`config.mk`:
```
export PLATFORM = sky130hd
export DESIGN_NAME = rotary_step_decoder
export DESIGN_NICKNAME = d
export VERILOG_FILES = /design/src/rtl/rotary_pkg.sv /design/src/rtl/debounce_filter.sv /design/src/rtl/rotary_step_decoder.sv
export SDC_FILE = /design/constraint.sdc
export NUM_CORES = 1
export LEC_CHECK = 0
export CAP_MARGIN = 30
export CORE_AREA = 2 2 87 89
export CTS_BUF_LIST = sky130_fd_sc_hd__clkbuf_16
export DETAILED_ROUTE_END_ITERATION = 10
export DIE_AREA = 0 0 89 91
export PLACE_DENSITY = 0.77
export RECOVER_POWER = 25
export SLEW_MARGIN = 5
export SYNTH_ARGS = -nofsm -noshare
export SYNTH_HDL_FRONTEND = slang
export SYNTH_SLANG_ARGS = --single-unit
```
`constraint.sdc`:
```
create_clock -name clk -period 3.6 [get_ports clk]
set_input_delay 0.36 -clock clk [delete_from_list [all_inputs] [get_ports clk]]
set_output_delay 0.36 -clock clk [all_outputs]
set_load 0.01 [all_outputs]
```
`src/rtl/rotary_pkg.sv`:
```
// Shared constants for the rotary encoder front end: quadrature state
// encodings (equal to the debounced {A,B} pin pair), direction codes and
// the sizing helper for the debounce counters.
package rotary_pkg;

  localparam logic [1:0] ST_00 = 2'b00;
  localparam logic [1:0] ST_01 = 2'b01;
  localparam logic [1:0] ST_11 = 2'b11;
  localparam logic [1:0] ST_10 = 2'b10;

  localparam logic DIR_LEFT  = 1'b1;
  localparam logic DIR_RIGHT = 1'b0;

  // Width needed to hold a count of 0..deb_cycles.
  function automatic int deb_cnt_w(input int deb_cycles);
    return $clog2(deb_cycles + 1);
  endfunction

endpackage

```
`src/rtl/debounce_filter.sv`:
```
// Two-flop synchroniser followed by a stable-count filter. The output only
// follows the synchronised input after it has differed from the current
// output for DEB_CYCLES consecutive clocks, so shorter glitches are dropped.
module debounce_filter
  import rotary_pkg::*;
#(
  parameter int DEB_CYCLES = 5000
) (
  input  logic clk,
  input  logic rst_n,
  input  logic din,
  output logic dout
);

  localparam int CW = deb_cnt_w(DEB_CYCLES);
  localparam logic [CW-1:0] CNT_LAST = CW'(DEB_CYCLES - 1);
  localparam logic [CW-1:0] CNT_ONE  = {{(CW-1){1'b0}}, 1'b1};

  logic          sync1_r;
  logic          sync2_r;
  logic          deb_r;
  logic [CW-1:0] cnt_r;

  // Bring the asynchronous pin into the clock domain.
  always_ff @(posedge clk or negedge rst_n) begin
    if (!rst_n) begin
      sync1_r <= 1'b0;
      sync2_r <= 1'b0;
    end else begin
      sync1_r <= din;
      sync2_r <= sync1_r;
    end
  end

  // Count consecutive disagreeing clocks; accept the new level on the last one.
  always_ff @(posedge clk or negedge rst_n) begin
    if (!rst_n) begin
      cnt_r <= {CW{1'b0}};
      deb_r <= 1'b0;
    end else if (sync2_r == deb_r) begin
      cnt_r <= {CW{1'b0}};
      deb_r <= deb_r;
    end else if (cnt_r == CNT_LAST) begin
      cnt_r <= {CW{1'b0}};
      deb_r <= sync2_r;
    end else begin
      cnt_r <= cnt_r + CNT_ONE;
      deb_r <= deb_r;
    end
  end

  assign dout = deb_r;

endmodule

```
`src/rtl/rotary_step_decoder.sv`:
```
// Rotary encoder front end: debounces A, B and push, decodes one step per
// detent (counted on arrival at S11 after passing through S00), keeps a
// wrapping signed position count and produces a debounced push level/pulse.
module rotary_step_decoder
  import rotary_pkg::*;
#(
  parameter int DEB_CYCLES = 5000,
  parameter int CNT_W      = 16
) (
  input  logic             clk,
  input  logic             rst_n,
  input  logic             enc_a,
  input  logic             enc_b,
  input  logic             enc_push,
  input  logic             pos_clr,
  output logic             step_valid,
  output logic             step_dir,
  output logic [CNT_W-1:0] position,
  output logic             push_level,
  output logic             push_pulse,
  output logic             err_pulse
);

  localparam logic [CNT_W-1:0] POS_ONE = {{(CNT_W-1){1'b0}}, 1'b1};

  logic             deb_a_s;
  logic             deb_b_s;
  logic             deb_push_s;

  logic [1:0]       state_r;
  logic             armed_r;
  logic [1:0]       pin_state_s;
  logic [1:0]       state_diff_s;
  logic             armed_nxt_s;
  logic             step_s;
  logic             dir_s;
  logic             err_s;

  logic             step_valid_r;
  logic             step_dir_r;
  logic             err_r;
  logic [CNT_W-1:0] position_r;
  logic             push_level_r;
  logic             push_pulse_r;

  debounce_filter #(.DEB_CYCLES(DEB_CYCLES)) u_deb_a (
    .clk   (clk),
    .rst_n (rst_n),
    .din   (enc_a),
    .dout  (deb_a_s)
  );

  debounce_filter #(.DEB_CYCLES(DEB_CYCLES)) u_deb_b (
    .clk   (clk),
    .rst_n (rst_n),
    .din   (enc_b),
    .dout  (deb_b_s)
  );

  debounce_filter #(.DEB_CYCLES(DEB_CYCLES)) u_deb_push (
    .clk   (clk),
    .rst_n (rst_n),
    .din   (enc_push),
    .dout  (deb_push_s)
  );

  // Quadrature decode: classify the change between registered and debounced state.
  always_comb begin
    pin_state_s  = {deb_a_s, deb_b_s};
    state_diff_s = pin_state_s ^ state_r;
    armed_nxt_s  = armed_r;
    step_s       = 1'b0;
    dir_s        = DIR_RIGHT;
    err_s        = 1'b0;
    case (state_diff_s)
      2'b00: begin
        armed_nxt_s = armed_r;
      end
      2'b11: begin
        // Both channels moved in one clock: direction is unknowable.
        err_s       = 1'b1;
        armed_nxt_s = 1'b0;
      end
      default: begin
        if (pin_state_s == ST_00) begin
          armed_nxt_s = 1'b1;
        end else if ((pin_state_s == ST_11) && armed_r) begin
          step_s      = 1'b1;
          armed_nxt_s = 1'b0;
          if (state_r == ST_01) begin
            dir_s = DIR_LEFT;
          end else if (state_r == ST_10) begin
            dir_s = DIR_RIGHT;
          end else begin
            dir_s = DIR_RIGHT;
          end
        end else begin
          armed_nxt_s = armed_r;
        end
      end
    endcase
  end

  // FSM state, arm flag and registered step/error events.
  always_ff @(posedge clk or negedge rst_n) begin
    if (!rst_n) begin
      state_r      <= ST_00;
      armed_r      <= 1'b1;
      step_valid_r <= 1'b0;
      step_dir_r   <= 1'b0;
      err_r        <= 1'b0;
    end else begin
      state_r      <= pin_state_s;
      armed_r      <= armed_nxt_s;
      step_valid_r <= step_s;
      step_dir_r   <= step_s & dir_s;
      err_r        <= err_s;
    end
  end

  // Position counter; a clear takes priority over a coincident step.
  always_ff @(posedge clk or negedge rst_n) begin
    if (!rst_n) begin
      position_r <= {CNT_W{1'b0}};
    end else if (pos_clr) begin
      position_r <= {CNT_W{1'b0}};
    end else if (step_s) begin
      if (dir_s == DIR_LEFT) begin
        position_r <= position_r - POS_ONE;
      end else begin
        position_r <= position_r + POS_ONE;
      end
    end else begin
      position_r <= position_r;
    end
  end

  // Push level and rising-edge pulse, registered together so they align.
  always_ff @(posedge clk or negedge rst_n) begin
    if (!rst_n) begin
      push_level_r <= 1'b0;
      push_pulse_r <= 1'b0;
    end else begin
      push_level_r <= deb_push_s;
      push_pulse_r <= deb_push_s & ~push_level_r;
    end
  end

  assign step_valid = step_valid_r;
  assign step_dir   = step_dir_r;
  assign err_pulse  = err_r;
  assign position   = position_r;
  assign push_level = push_level_r;
  assign push_pulse = push_pulse_r;

endmodule

```
; Word level (Yosys, flattened, before mapping)
; Cells that the tools add are included.
[classes]
mux = 20
bitwise_logic = 8
addsub = 5
reduce_logical = 10
n_eq_ne = 9
[op_table]
columns = operator, count
row1 = 13-bit 2-to-1 mux, 6
row2 = 16-bit 2-to-1 mux, 3
row3 = "13-bit by 1-bit adder with 13-bit output, second input constant", 3
row4 = "13-bit == test, second input constant", 3
row5 = "16-bit by 1-bit adder with 16-bit output, second input constant", 1
row6 = "16-bit by 1-bit subtractor with 16-bit output, second input constant", 1
row7 = 1-bit 2-to-1 mux, 10
row8 = 2-bit AND reduction, 4
row9 = 1-bit inverter, 5
row10 = "2-bit == test, second input constant", 2
row11 = 2-bit zero test, 2
row12 = 1-bit == test, 3
row13 = 3-bit nonzero test, 1
row14 = 1-bit bitwise AND, 2
row15 = "2-bit by 1-bit == test with 1-bit output, second input constant", 1
row16 = 1-bit one-hot mux with 2 select lines, 1
row17 = 2-bit nonzero test, 1
row18 = 2-bit OR reduction, 1
row19 = 2-bit XOR, 1
row20 = 1-bit logical AND, 1
[totals]
output_inout_bits = 21
word_cells = 72
ff_bits = 72
input_bits = 6

; Longest topological paths before layout
[logic_depth]
depth_word = 8
ltp_mapped = 14

; Hierarchy
; A second synthesis with hierarchy kept.
[unflattened]
hier_cells = 379
area_unflattened_um2 = 3809.9
[modules_own_cells]
columns = mod, instances, area_each_um2, cells_per_inst, seq_area_each_um2
row1 = debounce_filter, 3, 721.9, 67, 400.4
row2 = rotary_step_decoder, 1, 1644.1, 178, 601.8

; Worst setup path before layout
; OpenSTA, ideal clock, no wires.
[synth_timing]
kind = reg2reg
startpoint = register u_deb_a.deb_r, in the netlist u_deb_a.dout
endpoint = register position_r[10], in the netlist position[10]
arrival_time_ns = 3.058
setup_time_ns = 0.078
required_ns = 3.522
n_path_buf = 0
path_stages_with_launch = 14
slack_ns = 0.464
period_less_slack_ns = 3.136
path_cell_list = dfrtp_1 > xor2_1 > inv_1 > ha_1 > nand4_1 > inv_1 > nand2_1 > xnor2_1 > ha_1 > or4_2 > nor4_1 > a22oi_1 > or3_1 > a21oi_1
[synth_between]
elab_chain_cells = 8
[synth_rtl]
columns = element, line
row1 = "start, declared", debounce_filter.sv:21  ; logic deb_r;
row2 = "start signal, assigned", debounce_filter.sv:42  ; deb_r <= deb_r;
row3 = "start signal, assigned", debounce_filter.sv:45  ; deb_r <= sync2_r;
row4 = "start signal, assigned", debounce_filter.sv:48  ; deb_r <= deb_r;
row5 = 2-bit == test, rotary_step_decoder.sv:87  ; end else if ((pin_state_s == ST_11) && armed_r) begin
row6 = 1-bit logical AND, rotary_step_decoder.sv:87
row7 = 1-bit 2-to-1 mux, rotary_step_decoder.sv:87
row8 = 1-bit 2-to-1 mux, rotary_step_decoder.sv:85  ; if (pin_state_s == ST_00) begin
row9 = 1-bit 2-to-1 mux, rotary_step_decoder.sv:75  ; case (state_diff_s)
row10 = 16-bit 2-to-1 mux, rotary_step_decoder.sv:128  ; if (dir_s == DIR_LEFT) begin
row11 = 16-bit 2-to-1 mux, rotary_step_decoder.sv:127  ; end else if (step_s) begin
row12 = 16-bit 2-to-1 mux, rotary_step_decoder.sv:125  ; end else if (pos_clr) begin
row13 = "end signal, assigned", rotary_step_decoder.sv:124  ; position_r <= {CNT_W{1'b0}};
row14 = "end signal, assigned", rotary_step_decoder.sv:126  ; position_r <= {CNT_W{1'b0}};
row15 = "end signal, assigned", rotary_step_decoder.sv:129  ; position_r <= position_r - POS_ONE;
row16 = "end, declared", rotary_step_decoder.sv:42  ; logic [CNT_W-1:0] position_r;
; Parallel ways exist; a longest one is shown, timed or not. The select of a mux whose other input is x is not followed.
; A chain may end at the register's enable or synchronous reset.

; Worst setup path after layout
; Same ends and word-level chain as after synthesis.

==> summary.txt <==
Drt
  – Vias: 3071
  – Routed Antenna Nets: 0
  – Drt drc: 0
  – Drt initial violations: 253
  – Pre-Repair DR Iteration Count: 4
  – DR WL/cell: 14.73 um
  – Post-Route WL: 7882 um
  – Vias per cell: 5.740

Clock network
  – TritonCTS clock tree: yes
  – Clock slew at reported path FFs: 0.06 ns
  – CTS Root Cell: clkbuf_16
  – CTS max path bufs: 2
  – H-tree level count: 3
  – Clock Latency Late Sink: 0.33 ns
  – Post-CTS setup buffers: 0
  – Sink Count: 72
  – Total CTS buffers: 9

STA
  – Final Hold Viols: 0
  – RSZ-0062 raised after global routing: no
  – Clock Skew: 0.008318 ns
  – Final min period: 3.233 ns
  – Fmax: 0.3093 GHz
  – Max_slew headroom: -13.55%
  – Period utilization: 89.81%
  – Setup TNS: 0 ns
  – Number of endpoints failing setup at the final stage: 0
  – Final Max Slew Viols: 72
  – Slew @ Worst Pin: 1.703 ns

Cells and area
  – Share of layout cells above drive strength 1: 6.881%
  – Nets: 445
  – Leading cell type in the layout, fill and taps excluded: dfrtp_1
  – Antenna diodes: 0
  – Post-route insts no fill: 535
  – Most frequent cells in the layout: dfrtp_1, nor2_1, nand2_1
  – Synthesis-to-layout area growth: 15.89%
  – Filler Cell Count: 609
  – Final Util: 62.25%

Critical path
  – Critical path's slowest cell: or4_2
  – Setup crit end kind: register
  – Critical path type: reg -> reg
  – Crit path launch: u_deb_a.dout$_DFFE_PN0P_
  – Crit path max-delay family: simple AND/OR/NAND/NOR gates
  – Crit-path max FO: 8
  – CP max stage delay: 0.58 ns
  – Type of origin of the critical path: register
  – Critical Path RT: 3.84 ns
  – Critical R2R Launch: u_deb_a.dout$_DFFE_PN0P_
  – Bufs and invs on worst path: 2
  – Worst path cell trace: xor2_1, inv_1, ha_1, nand4_1, inv_1, nand2_1, xnor2_1, ha_1, or4_2, nor4_2, a22oi_1, or3_1, a21oi_1
  – CP arrival: 3.47 ns

GRT
  – Initial antenna violation count: 0
  – Global-route wire length before repair: 13520 um
  – Number of global-route vias before repair: 2912
  – Largest net degree at the start of global routing: 73
  – Gr usage total: 21.07%
  – Total gr overflow: 0

Placed design
  – Post-DP HPWL: 5082 um
  – Gpl congestion: 0.8661
  – Number of port buffers: 26
  – Placed cells: 517

Die
  – Die width: 89 um
  – Num ports: 27
  – Die area: 0.008099 mm2
  – Die H: 91 um
  – Initial core utilization: 53.72%
  – Placement Rows: 31
  – Core Box Area: 0.007137 mm2

Worst hold path
  – Hold Crit Class: in -> async

Power
  – Leak: 1.932 nW
  – Total power: 1.726 mW
  – Peak supply drop: 0.0002589 V
  – PD cells: 388.5 mW/mm2

Run status
  – Outcome: finished with violations
  – Failing checks: max-capacitance violations, max-slew violations

Logic synthesis
  – Seq/Total Area, Yosys: 47.03%
  – Synth cell types: 54
  – Syn_nets: 426
  – Most used DFF post-synth: dfrtp_1
  – Ys async rst share: 100.0%
  – Mapped Area: 0.003834 mm2
  – Seq cells post-synth: 72
  – Synthesized area per cell: 9.305 um2
  – EDFF count, synth: 0
  – Yosys warning count: 0
  – Post-synthesis cell count: 412

Run
  – Max-Cap Viols: 1
-- Yosys cell counts (all sizes together), types with 13 or more instances --
master | instances | area, um2
nand2 | 29 | 108.9
nand4 | 13 | 81.33
a21oi | 16 | 80.08
clkbuf | 18 | 67.56
nand3 | 22 | 110.1
dfrtp | 71 | 1777
xnor2 | 17 | 148.9
xor2 | 28 | 245.2
nor2 | 67 | 251.5
-- registers in the layout, indices dropped and copies added (netlist names), 2 cells and up --
| signal | flops |
|---|---|
| u_deb_a.cnt_r | 13 |
| u_deb_b.cnt_r | 13 |
| u_deb_push.cnt_r | 13 |
| state_r | 2 |
| position | 16 |
-- worst paths after layout --
kind / depth (start not counted) / slack, ns / to
max in group asynchronous: 3 / 1.41 / u_deb_b.cnt_r[7]$_DFF_PN0_
min: 2 / 0.35 / u_deb_a.cnt_r[8]$_DFF_PN0_
min in group clk: 0 / 0.35 / u_deb_a.sync2_r$_DFF_PN0_
max: 13 / 0.37 / position[10]$_DFFE_PN0P_
max reg2reg: 13 / 0.37 / position[10]$_DFFE_PN0P_
min reg2reg: 0 / 0.35 / u_deb_a.sync2_r$_DFF_PN0_
-- kinds of logic after synthesis --
group / Yosys count / share of synthesized area (%)
DFF: 72 / 47.03
and+or+nand+nor: 189 / 24.45
AOI/OAI and AO/OA: 55 / 9.466
buffers and inverters: 35 / 3.884
muxes: 8 / 2.284
xor gates and xnor gates: 45 / 10.28
adders and majority gates: 8 / 2.611
-- layer usage --
layer / global-route usage [%] / up-vias / wire, um
met5: 0 / - / 0
met4: 7.711 / 0 / 158
met2: 32.15 / 89 / 3784
met1: 29.33 / 1481 / 3565
met3: 4.727 / 20 / 374
li1: - / 1481 / -
-- power breakdown --
part,switching [mW],internal (mW),leakage (nW)
sequential,0.00940,0.822,0.981
clock,0.323,0.526,0.149
combinational,0.0328,0.0136,0.802
total,0.365,1.36,1.93
-- worst register-to-register path, stage by stage, from the launching register on --
cell	delay (ns)
dfrtp_1	0.47
xor2_1	0.23
inv_1	0.08
ha_1	0.28
nand4_1	0.12
inv_1	0.10
nand2_1	0.08
xnor2_1	0.14
ha_1	0.27
or4_2	0.58
nor4_2	0.20
a22oi_1	0.13
or3_1	0.32
a21oi_1	0.14
-- stage by stage --
step	setup slack, ns	hold WS, ns	cell area [um2]
after floorplan	0.4640	0.06441	3834
after CTS	0.3024	0.1870	4425
after global routing	0.04701	0.3553	4443
final	0.3668	0.3475	4443
after detailed placement	0.3236	0.3363	4141
after global placement	0.4837	0.3350	4141
-- cell type report --
class                      count  area, um2  share of cell area (%)
multi-input combinational    305       1888                   42.50
clock inverter                 7      58.81                   1.324
timing repair buffer          33      306.5                   6.899
clock buffer                   9      225.2                   5.069
sequential                    72       1803                   40.58
inverter                      10      37.54                  0.8448
tap                           99      123.9                   2.788
-- repair_timing --
| item | in CTS | in global routing |
|---|---|---|
| hold buffers | 0 | 1 |
| resized for setup | 0 | 1 |
| endpoints found under the hold margin | 0 | 1 |
| endpoints found under the setup margin | 0 | 1 |
(Power assumes the default switching activity.)
==> edit: new RTL, same flow settings <==
Put one more register stage on the output `position`, with the module's reset. The value now appears one clock later. The other outputs are not delayed to match.
--- a/src/rtl/rotary_step_decoder.sv
+++ b/src/rtl/rotary_step_decoder.sv
@@ -149,7 +149,13 @@
   assign step_valid = step_valid_r;
   assign step_dir   = step_dir_r;
   assign err_pulse  = err_r;
-  assign position   = position_r;
+  always_ff @(posedge clk or negedge rst_n) begin
+    if (!rst_n) begin
+      position <= '0;
+    end else begin
+      position <= position_r;
+    end
+  end
   assign push_level = push_level_r;
   assign push_pulse = push_pulse_r;
 
Check against the original RTL: no difference found for any inputs over 10 cycles, from zero or initial values and one cycle with rst_n low; that may be too few to reach the edited logic, so the function may still have changed.
==> edit against the original RTL <==
- the run still ends with max-capacitance violations, max-slew violations left
- synthesized cell count up 3.9%
- setup slack worse by 0.018 ns
- highest routed layer unchanged
- final area up 10%
- via count up 4.5%
- wire length up 4.8%
- non-clock buffer count up 2
- die area unchanged
- largest cell class is now flip-flops and latches
- total power up 17%
- synthesized area up 10%
- global-route usage up 1.3 points
- sequential cell count up 16
- largest power group is now sequential cells
- critical path type unchanged
==> edit: results (changes against the original RTL) <==
{
  "met2_wirelength": {"value": 4220, "unit": "um", "change": "+11%"},
  "n_fill_cell": {"value": 584, "change": "-4.1%"},
  "power.static_leakage": {"value": 2.17, "unit": "nW", "change": "+12%"},
  "violations": {"value": "max-capacitance violations, max-slew violations"},
  "met3_usage": {"value": 5.27, "unit": "%", "change": "+0.55 points"},
  "grt_start_max_net_pins": {"value": 54, "change": "-26%"},
  "timing.clock.skew": {"value": 0.00360, "unit": "ns", "change": "-0.00472 ns"},
  "place_worst_setup_slack": {"value": 0.398, "unit": "ns", "change": "+0.0744 ns"},
  "worstPathMaxFanout": {"value": 8, "change": "unchanged"},
  "vdd.ir_drop.worst": {"value": 283, "unit": "uV", "change": "+9.5%"},
  "cts-root-buf": {"value": "sky130_fd_sc_hd__clkbuf_16"},
  "grt_first_pass_wirelength": {"value": 14300, "unit": "um", "change": "+5.8%"},
  "placed_cells": {"value": 536, "change": "+3.7%"},
  "relSlewSlack": {"value": -31.7, "unit": "%", "change": "-18 points"},
  "dp.final_hpwl": {"value": 5670, "unit": "um", "change": "+12%"},
  "finalWeightedCongestion": {"value": 0.881, "change": "+1.7%"},
  "start_util": {"value": 59.3, "unit": "%", "change": "+5.6 points"},
  "detail_route.wirelength.met1": {"value": 3600, "unit": "um", "change": "+0.90%"},
  "final_max_slew_viol_count": {"value": 36, "change": "-50%"},
  "routed-wl-met3": {"value": 295, "unit": "um", "change": "-21%"},
  "arrival_time_at_the_worst_endpoint": {"value": 3.49, "unit": "ns", "change": "+0.02 ns"},
  "via_per_inst": {"value": 5.80, "change": "+1.1%"},
  "dpl-instance-area": {"value": 4580, "unit": "um2", "change": "+11%"},
  "grt_use_total": {"value": 22.4, "unit": "%", "change": "+1.3 points"},
  "grtUsageMet2": {"value": 36.9, "unit": "%", "change": "+4.8 points"},
  "syn_area_per_cell": {"value": 9.89, "unit": "um2", "change": "+6.3%"},
  "wirelength": {"value": 8260, "unit": "um", "change": "+4.8%"},
  "min-delay-path-class": {"value": "flop to flop"},
  "via_count": {"value": 3209, "change": "+4.5%"},
  "first_global_vias": {"value": 3177, "change": "+9.1%"},
  "synthArstFlopShare": {"value": 100, "unit": "%", "change": "unchanged"},
  "yosysSeqAreaShare": {"value": 52.0, "unit": "%", "change": "+5.0 points"},
  "final_net_count": {"value": 463, "change": "+4.0%"},
  "fraction_of_final_layout_cells_with_drive_strength_greater_than_1": {"value": 6.39, "unit": "%", "change": "-0.49 points"},
  "drv.max_cap_violation_count": {"value": 1, "change": "unchanged"},
  "synth_common_cells": {"value": "sky130_fd_sc_hd__dfrtp_1, sky130_fd_sc_hd__nor2_1, sky130_fd_sc_hd__nand2_1, sky130_fd_sc_hd__xor2_1, sky130_fd_sc_hd__nand3_1"},
  "outcome": {"value": "finished with violations"},
  "synthesis.yosys.warnings": {"value": 0, "change": "unchanged"},
  "ys.flop_type": {"value": "sky130_fd_sc_hd__dfrtp_1"},
  "grtUsageMet1": {"value": 28.5, "unit": "%", "change": "-0.79 points"}
}
[edit: cell types whose count changed in the layout (fill, tap and decap cells not counted), sizes merged]
| cell | unedited run | this run |
|---|---|---|
| buf | 5 | 6 |
| bufinv | 1 | 2 |
| clkbuf | 11 | 12 |
| clkinv | 2 | 3 |
| dfrtp | 71 | 87 |
| inv | 13 | 11 |
[edit: area by class of cell]
cell class              instances  area, um2  area share (%)
well taps                      99        124            2.53
multi-input cells             305       1880            38.4
repair buffers                 35        337            6.87
clock inverters                 7       87.6            1.79
flip-flops and latches         88       2200            45.0
inverters                      10       37.5           0.767
clock buffers                   9        225            4.60
[edit: final timing paths]
path	start	to	slack (ns)	depth (start not counted)
min reg2reg	u_deb_a.sync1_r	u_deb_a.sync2_r	0.35	0
max	u_deb_a.dout	position_r[10]	0.35	13
min	u_deb_a.sync1_r	u_deb_a.sync2_r	0.35	0
max in group asynchronous	rst_n	position[14]	1.33	2
min in group asynchronous	rst_n	u_deb_a.cnt_r[11]	1.13	2
max reg2reg	u_deb_a.dout	position_r[10]	0.35	13
[edit: where the power goes]
group	switching (mW)	internal (mW)	total (mW)
Sequential	0.00895	1.00	1.01
Combinational	0.0365	0.0171	0.0536
Clock	0.357	0.601	0.959
Total	0.403	1.62	2.02
[edit: cell families (layout without fill, tap and decap cells)]
group	count (synthesis)	in the layout	share of synthesized area, %
and+or+nand+nor	189	189	22.1
DFF	88	88	52.0
AOI/OAI and AO/OA	55	55	8.57
xor gates and xnor gates	45	45	9.31
buffers and inverters	35	61	3.52
adders and majority gates	8	8	2.36
muxes	8	8	2.07
[edit: timing repair]
item                      CTS  global route
hold endpoints to repair   32             0
setup buffers               0             0
hold buffers                1             0
resized for setup           0             0
